==> src/rtl/vga_pixel_streamer.sv <==
// VGA timing generator that serialises 16-pixel ping-pong line buffers from the merge stage
// onto registered RGB/sync outputs, swapping buffers with readVgaSelector.
module vga_pixel_streamer #(
  parameter int CLK_DIV  = 2,
  parameter int H_ACTIVE = 640,
  parameter int H_FP     = 16,
  parameter int H_SYNC   = 96,
  parameter int H_BP     = 48,
  parameter int V_ACTIVE = 480,
  parameter int V_FP     = 10,
  parameter int V_SYNC   = 2,
  parameter int V_BP     = 33
) (
  input  logic         clk,
  input  logic         reset,
  input  logic [127:0] R_inA,
  input  logic [127:0] G_inA,
  input  logic [127:0] B_inA,
  input  logic [127:0] R_inB,
  input  logic [127:0] G_inB,
  input  logic [127:0] B_inB,
  input  logic         stopMerge,
  output logic         readVgaSelector,
  output logic [7:0]   R_vga,
  output logic [7:0]   G_vga,
  output logic [7:0]   B_vga,
  output logic         hsync,
  output logic         vsync,
  output logic         video_on,
  output logic         frame_start,
  output logic         underflow
);

  localparam logic [3:0]  DIV_LAST = 4'(CLK_DIV - 1);
  localparam logic [11:0] H_LAST   = 12'(H_ACTIVE + H_FP + H_SYNC + H_BP - 1);
  localparam logic [11:0] V_LAST   = 12'(V_ACTIVE + V_FP + V_SYNC + V_BP - 1);
  localparam logic [11:0] H_ACT    = 12'(H_ACTIVE);
  localparam logic [11:0] V_ACT    = 12'(V_ACTIVE);
  localparam logic [11:0] HS_START = 12'(H_ACTIVE + H_FP);
  localparam logic [11:0] HS_END   = 12'(H_ACTIVE + H_FP + H_SYNC - 1);
  localparam logic [11:0] VS_START = 12'(V_ACTIVE + V_FP);
  localparam logic [11:0] VS_END   = 12'(V_ACTIVE + V_FP + V_SYNC - 1);

  typedef enum logic [1:0] {
    WAIT_FILL  = 2'd0,
    WAIT_FRAME = 2'd1,
    STREAM     = 2'd2,
    UNDERRUN   = 2'd3
  } state_t;

  state_t       state_r, state_nxt_s;
  logic [3:0]   div_r;
  logic [11:0]  hcnt_r, vcnt_r;
  logic [3:0]   slot_r, slot_nxt_s;
  logic         sel_nxt_s, uf_nxt_s;
  logic [7:0]   r_nxt_s, g_nxt_s, b_nxt_s;
  logic         pix_en_s, active_s, origin_s;
  logic [127:0] cur_r_s, cur_g_s, cur_b_s;
  logic [127:0] alt_r_s, alt_g_s, alt_b_s;

  function automatic logic [7:0] pick(input logic [127:0] buf_v, input logic [3:0] slot_v);
    return buf_v[{slot_v, 3'b000} +: 8];
  endfunction

  assign pix_en_s = (div_r == DIV_LAST);
  assign active_s = (hcnt_r < H_ACT) && (vcnt_r < V_ACT);
  assign origin_s = (hcnt_r == 12'd0) && (vcnt_r == 12'd0);
  // "cur" is the buffer being read now; "alt" is the one a swap would switch to.
  assign cur_r_s  = readVgaSelector ? R_inB : R_inA;
  assign cur_g_s  = readVgaSelector ? G_inB : G_inA;
  assign cur_b_s  = readVgaSelector ? B_inB : B_inA;
  assign alt_r_s  = readVgaSelector ? R_inA : R_inB;
  assign alt_g_s  = readVgaSelector ? G_inA : G_inB;
  assign alt_b_s  = readVgaSelector ? B_inA : B_inB;

  // Pixel-tick divider.
  always_ff @(posedge clk or posedge reset) begin
    if (reset) begin
      div_r <= 4'd0;
    end else if (pix_en_s) begin
      div_r <= 4'd0;
    end else begin
      div_r <= div_r + 4'd1;
    end
  end

  // Horizontal and vertical raster counters.
  always_ff @(posedge clk or posedge reset) begin
    if (reset) begin
      hcnt_r <= 12'd0;
      vcnt_r <= 12'd0;
    end else if (pix_en_s) begin
      if (hcnt_r == H_LAST) begin
        hcnt_r <= 12'd0;
        vcnt_r <= (vcnt_r == V_LAST) ? 12'd0 : vcnt_r + 12'd1;
      end else begin
        hcnt_r <= hcnt_r + 12'd1;
      end
    end
  end

  // Stream FSM next-state, slot, selector and pixel selection.
  always_comb begin
    state_nxt_s = state_r;
    slot_nxt_s  = slot_r;
    sel_nxt_s   = readVgaSelector;
    uf_nxt_s    = underflow;
    r_nxt_s     = 8'h00;
    g_nxt_s     = 8'h00;
    b_nxt_s     = 8'h00;
    case (state_r)
      WAIT_FILL: begin
        if (stopMerge) begin
          sel_nxt_s   = 1'b0;
          state_nxt_s = WAIT_FRAME;
        end else begin
          state_nxt_s = WAIT_FILL;
        end
      end
      WAIT_FRAME: begin
        // The origin pixel itself is already streamed from slot 0.
        if (pix_en_s && origin_s) begin
          state_nxt_s = STREAM;
          r_nxt_s     = pick(cur_r_s, 4'd0);
          g_nxt_s     = pick(cur_g_s, 4'd0);
          b_nxt_s     = pick(cur_b_s, 4'd0);
          slot_nxt_s  = 4'd1;
        end else begin
          state_nxt_s = WAIT_FRAME;
        end
      end
      STREAM: begin
        if (pix_en_s && active_s) begin
          r_nxt_s = pick(cur_r_s, slot_r);
          g_nxt_s = pick(cur_g_s, slot_r);
          b_nxt_s = pick(cur_b_s, slot_r);
          if (slot_r == 4'd15) begin
            slot_nxt_s = 4'd0;
            if (stopMerge) begin
              sel_nxt_s = ~readVgaSelector;
            end else begin
              state_nxt_s = UNDERRUN;
            end
          end else begin
            slot_nxt_s = slot_r + 4'd1;
          end
        end else begin
          slot_nxt_s = slot_r;
        end
      end
      UNDERRUN: begin
        if (pix_en_s) begin
          if (stopMerge) begin
            sel_nxt_s   = ~readVgaSelector;
            state_nxt_s = STREAM;
            if (active_s) begin
              r_nxt_s    = pick(alt_r_s, 4'd0);
              g_nxt_s    = pick(alt_g_s, 4'd0);
              b_nxt_s    = pick(alt_b_s, 4'd0);
              slot_nxt_s = 4'd1;
            end else begin
              slot_nxt_s = 4'd0;
            end
          end else if (active_s) begin
            uf_nxt_s = 1'b1;
          end else begin
            uf_nxt_s = underflow;
          end
        end else begin
          state_nxt_s = UNDERRUN;
        end
      end
      default: begin
        state_nxt_s = WAIT_FILL;
        slot_nxt_s  = 4'd0;
      end
    endcase
  end

  // FSM state, slot, selector and sticky underflow registers.
  always_ff @(posedge clk or posedge reset) begin
    if (reset) begin
      state_r         <= WAIT_FILL;
      slot_r          <= 4'd0;
      readVgaSelector <= 1'b1;
      underflow       <= 1'b0;
    end else begin
      state_r         <= state_nxt_s;
      slot_r          <= slot_nxt_s;
      readVgaSelector <= sel_nxt_s;
      underflow       <= uf_nxt_s;
    end
  end

  // Registered video outputs, all one pixel tick behind the raster counters.
  always_ff @(posedge clk or posedge reset) begin
    if (reset) begin
      R_vga       <= 8'h00;
      G_vga       <= 8'h00;
      B_vga       <= 8'h00;
      hsync       <= 1'b1;
      vsync       <= 1'b1;
      video_on    <= 1'b0;
      frame_start <= 1'b0;
    end else begin
      frame_start <= pix_en_s && origin_s;
      if (pix_en_s) begin
        R_vga    <= r_nxt_s;
        G_vga    <= g_nxt_s;
        B_vga    <= b_nxt_s;
        hsync    <= !((hcnt_r >= HS_START) && (hcnt_r <= HS_END));
        vsync    <= !((vcnt_r >= VS_START) && (vcnt_r <= VS_END));
        video_on <= active_s;
      end
    end
  end

endmodule
==> config.mk <==
export PLATFORM = sky130hd
export DESIGN_NAME = vga_pixel_streamer
export DESIGN_NICKNAME = d
export VERILOG_FILES = /design/src/rtl/vga_pixel_streamer.sv
export SDC_FILE = /design/constraint.sdc
export NUM_CORES = 1
export LEC_CHECK = 0
export ABC_CLOCK_PERIOD_IN_PS = 3000
export BUFFER_PORTS_ARGS = -buffer_cell sky130_fd_sc_hd__buf_2
export CORE_AREA = 5 5 309 311
export DETAILED_ROUTE_END_ITERATION = 7
export DIE_AREA = 0 0 314 316
export MAX_ROUTING_LAYER = met4
export SLEW_MARGIN = 20
export SYNTH_ARGS = -nofsm -noshare
export SYNTH_HDL_FRONTEND = slang
export SYNTH_SLANG_ARGS = --single-unit
==> constraint.sdc <==
create_clock -name clk -period 3 [get_ports clk]
set_input_delay 0.45 -clock clk [delete_from_list [all_inputs] [get_ports clk]]
set_output_delay 0.45 -clock clk [all_outputs]
set_load 0.1 [all_outputs]
======== After elaboration in Yosys (flattened, before gate mapping) ========
Cells that the tools add are included.
word-level totals
  logic and storage cells ................. 107
  register bits after elaboration ......... 64
  output and inout port bits .............. 30
operators by class
  eq/ne operators ......................... 15
  order comparisons ....................... 6
  reduce and logical (&&, ||, !) cells .... 18
  bitwise logic cells ..................... 2
  mux-type cells .......................... 45
  add/subtract/negate cells ............... 4
  shifts and indexed selects .............. 3
operators with widths
  kind                     count
  $mux W128                3
  $shiftx A128 B8 Y8       3
  $mux W8                  15
  $pmux W8 S3              3
  $add A12 B1 Y12 const B  2
  $eq A12 B10 Y1 const B   2
  $logic_not A12 Y1        2
  $mux W12                 2
  $mux W4                  6
  $ne A2 B2 Y1 const B     7
  $ge A12 B10 Y1 const B   1
  $ge A12 B9 Y1 const B    1
  $le A12 B10 Y1 const B   1
  $le A12 B9 Y1 const B    1
  $lt A12 B10 Y1 const B   1
  $lt A12 B9 Y1 const B    1
  $mux W2                  6
  $pmux W4 S3              1
  $reduce_and A5 Y1        2
  $add A4 B1 Y4 const B    2
  $pmux W2 S4              1
  $reduce_and A4 Y1        2
  $mux W1                  7
  $logic_and A1 B1 Y1      6
  other kinds (11)         15

======== Depth between registers and ports, before layout ========
  depth after elaboration ................. 6
  depth in mapped cells ................... 10
  depth with buffers taken out ............ 8

======== Worst setup path before layout ========
No wires, ideal clock.
  path type ............................... flip-flop to flip-flop
  start point ............................. register readVgaSelector
  end point ............................... register B_vga[1]
  required time ........................... 2.861 ns
  arrival time ............................ 2.538 ns
  library setup time ...................... 0.139 ns
  buffers on the path ..................... 3
  clock period less this slack ............ 2.677 ns
  path slack .............................. 0.323 ns
  cell stages (with the launch flop) ...... 9
  cell sequence ........................... dfstp_2 > buf_2 > buf_4 > buf_2 > mux4_2 > o22ai_1 > nor4_1 > a22oi_1 > o31ai_2
on the way
  longest elaborated chain between the ends .. 4
  elaborated cells between the ends (all ways) .. 8
ends and longest elaborated chain
  what                                           RTL line  source
  start: declaration                             23        output logic readVgaSelector,
  start signal: assignment                       190       readVgaSelector <= sel_nxt_s;
  $mux W128 or $mux W8 (tied branches)           71, 74
  $shiftx A128 B8 Y8 or $mux W8 (tied branches)  62, 156
  $mux W8, on equally long branches              133, 153
  $pmux W8 S3 (*)                                111       case (state_r)
  end signal: assignment                         210       B_vga <= b_nxt_s;
  end: declaration                               26        output logic [7:0] B_vga,
Mark *: on every way between the ends. The rest lies on a longest branch, timed or not.
A chain may end at the register's enable or synchronous reset.

======== Worst setup path after layout ========
  start point ............................. register readVgaSelector
  end point ............................... register G_vga[3]
on the way
  longest elaborated chain between the ends .. 4
  elaborated cells between the ends (all ways) .. 8
ends and longest elaborated chain
  what                                           RTL line  source
  $mux W128 or $mux W8 (tied branches)           70, 73
  $shiftx A128 B8 Y8 or $mux W8 (tied branches)  62, 156
  $mux W8, on equally long branches              133, 153
  $pmux W8 S3 (*)                                111
  end signal: assignment                         209       G_vga <= g_nxt_s;
  end: declaration                               25        output logic [7:0] G_vga,
Marks and branches as above.

==> metrics.csv <==
metric,value,unit
"area leader, netlist",mux4_2,
"CTS clk-pin slew, worst paths",70,ps
CP startpoint,readVgaSelector,
post-synthesis compound-gate area fraction,19.0,%
CP Cell Sequence,buf_12 > buf_4 > mux4_2 > o22ai_1 > nor4_1 > a22oi_1 > o31ai_2,
Register-to-Register Path Depth,7,
max-slew violations,0,
Final ANT Viol Nets,0,
CTS tree,done,
number of port buffers,800,
worst-path maximum fanout,33,
Pwr Total,0.00921,W
Worst Tran Pin Value,972,ps
Synth Flop Type,dfrtp_1,
die height,316,um
"delay-heaviest family, CP",flip-flops,
post-DP HPWL,79400,um
count of cell types in the netlist,61,
Placed Area,0.0152,mm2
CTS Root Cell,clkbuf_16,
largest family of logic cells by synthesized area,multiplexers,
Fin Hold WS,184,ps
Skew-Pair Late Insertion Delay,370,ps
first-pass GRT wire length,115000,um
Crit Path Class,register to register,
Post-Layout Inst Area,0.0157,mm2
Syn Inst Count,863,
WL final,89900,um
sum of negative setup slack,0,ps
Synth Area in XOR/XNOR,1.58,%
CP peak stage delay,740,ps
"flops & latches, synth",64,
Peak VDD IR,0.337,mV
worst clock skew,17.2,ps
crit path max-delay cell type,dfstp_4,
DR pass1 iterations,6,
asr flop ratio synth,100,%
Area growth syn-to-layout,66.7,%
"Seq/Total Area, Yosys",17.1,%
global route total overflow,0,
CTS buffer count,9,
synth top area cells,"mux4_2 (34%), dfrtp_1 (16%), mux2i_1 (11%), a22oi_1 (5.3%), o22ai_1 (4.6%)",
DRC,0,
Synth Warn #,0,
Critical Path RT,3230,ps
mux share of post-synthesis cell area,45.3,%
worst r2r dst,G_vga[3],
IO Pins,801,
post-synth top area share,34.2,%
most instantiated cells after synthesis,"mux4_2 (143), mux2i_1 (99), o22ai_1 (69)",
Post-Synth Adder-Cell Area,0.665,%
core area,0.0925,mm2
RSZ-0062 raised after global routing,no,
final worst path period share,97.0,%
Total GRT Usage,17.5,%
RR Startpoint,readVgaSelector,
Routed WL per cell,31.0,um
Critical Path Stages,7,
number of flops mapped to enable cells by yosys,0,
hold crit path type,input port to asynchronous set/reset pin,
Reg2Reg Setup Slack,90,ps
Final #Nets,2429,
nature of the critical path startpoint,register,
endpoints failing hold,0,
multi-input logic area,0.00732,mm2
Clock Tree Buf Depth,2,
Critical Path Sink Type,register,
slew margin rel.,35.2,%
row count,112,
cell area after synthesis,0.00941,mm2
Worst EP arrival,3140,ps
WP buf/inv,2,
Chip Width,314,um
status,"complete, no violations",
crit path time final,2910,ps
leak pwr,7.10,nW
H-tree depth,3,
most common cell in the netlist,mux4_2,
area of the die,0.0992,mm2
vias,12744,
Mapped Avg Cell Area,10.9,um2
initial antenna violation count,86,
Placer Congestion,0.949,
CP Capture Point,G_vga[3],
hold buffer count at cts,0,
syn nets,1639,
fraction of layout cells with a size suffix above 1,65.0,%
# setup viols final,0,
pwr/cell area,588,mW/mm2
fmax,0.344,GHz
DRT iter0 DRCs,1275,
Avg Vias per Cell,4.40,
Starting Density,10.2,%
clock sink total,64,
vias in the first global route,12903,
Synth Area in Simple Gates,10.6,%
fillers,10507,
Max Cap Viol,0,
register area,0.00161,mm2
largest net degree at the start of global routing,56,
## per-stage QoR
stage | worst slack, ps | utilization (%) | instances
floorplan | 323 | - | 863
global placement | -32.5 | 16.5 | 2840
detailed placement | -8.06 | 16.5 | 2840
CTS | 14.9 | 16.8 | 2856
global route | 8.17 | 16.9 | 2887
finish | 90.9 | 17.0 | 2895
## state kept, by name, summed over array words and instances (netlist names), 2 cells and up
register	count
state_r	2
vcnt_r	12
slot_r	4
R_vga	8
B_vga	8
hcnt_r	12
div_r	4
G_vga	8
## layout make-up
| class | count | share of cell area, % |
|---|---|---|
| inverter | 14 | 0.343 |
| multi-input combinational | 686 | 46.7 |
| clock buffer | 9 | 1.44 |
| clock inverter | 7 | 0.654 |
| sequential | 64 | 10.3 |
| antenna | 40 | 0.638 |
| tap | 1197 | 9.55 |
| timing repair buffer | 878 | 30.4 |
## kinds of logic (layout without fill, tap and decap cells)
| family | count (synthesis) | count (layout) |
|---|---|---|
| flops | 64 | 64 |
| simple gates | 176 | 176 |
| buf+inv | 113 | 908 |
| other cells | 0 | 40 |
| compound gates | 242 | 242 |
| fa+ha+maj | 5 | 5 |
| xor+xnor | 17 | 17 |
| mux | 246 | 246 |
## how the worst min path moves through the flow
stage / slack (ps) / cells past startpoint / end / startpoint
6_report: 180 / 2 / hcnt_r[3] / reset
4_1_cts: 190 / 2 / hcnt_r[3] / reset
3_5_place_dp: 450 / 2 / vsync / vsync
2_1_floorplan: 460 / 1 / vcnt_r[8] / vcnt_r[8]
5_1_grt: 230 / 2 / hcnt_r[3] / reset
3_3_place_gp: 440 / 2 / vsync / vsync
## cell usage in the layout, fill, tap and decap left out, types with 10 or more instances in the layout
master	count
nor4_1	24
o31ai_1	13
nor2_1	21
buf_4	64
mux4_2	143
mux2i_1	99
nor3_1	10
nand4_1	11
dfrtp_1	60
inv_1	13
nand2_1	55
a22oi_1	67
xnor2_1	11
buf_2	800
nand3_1	10
a221oi_1	46
o21ai_0	17
o22ai_1	67
buf_12	14
diode_2	40
## what timing repair did
item,4_1_cts,5_1_grt
setup buffers,0,0
setup endpoints to repair,2,2
pin swaps,0,0
gates cloned,0,0
resized for setup,2,1
## power by group
part	leakage, nW	switching (W)	internal [W]	total [W]
sequential	0.806	0.000166	0.00103	0.00120
clock	0.157	0.000484	0.000737	0.00122
combinational	6.14	0.00401	0.00278	0.00679
## routing by layer
metal  vias up  global-route usage (%)  part of all wire (%)
li1       5347                       -                     -
met1      6294                    19.3                    36
met2       941                    31.6                    53
met3       162                    4.32                   8.2
met4         0                    4.32                   2.9
met5         -                       -                     0
Power figures use the tool's default switching activity.
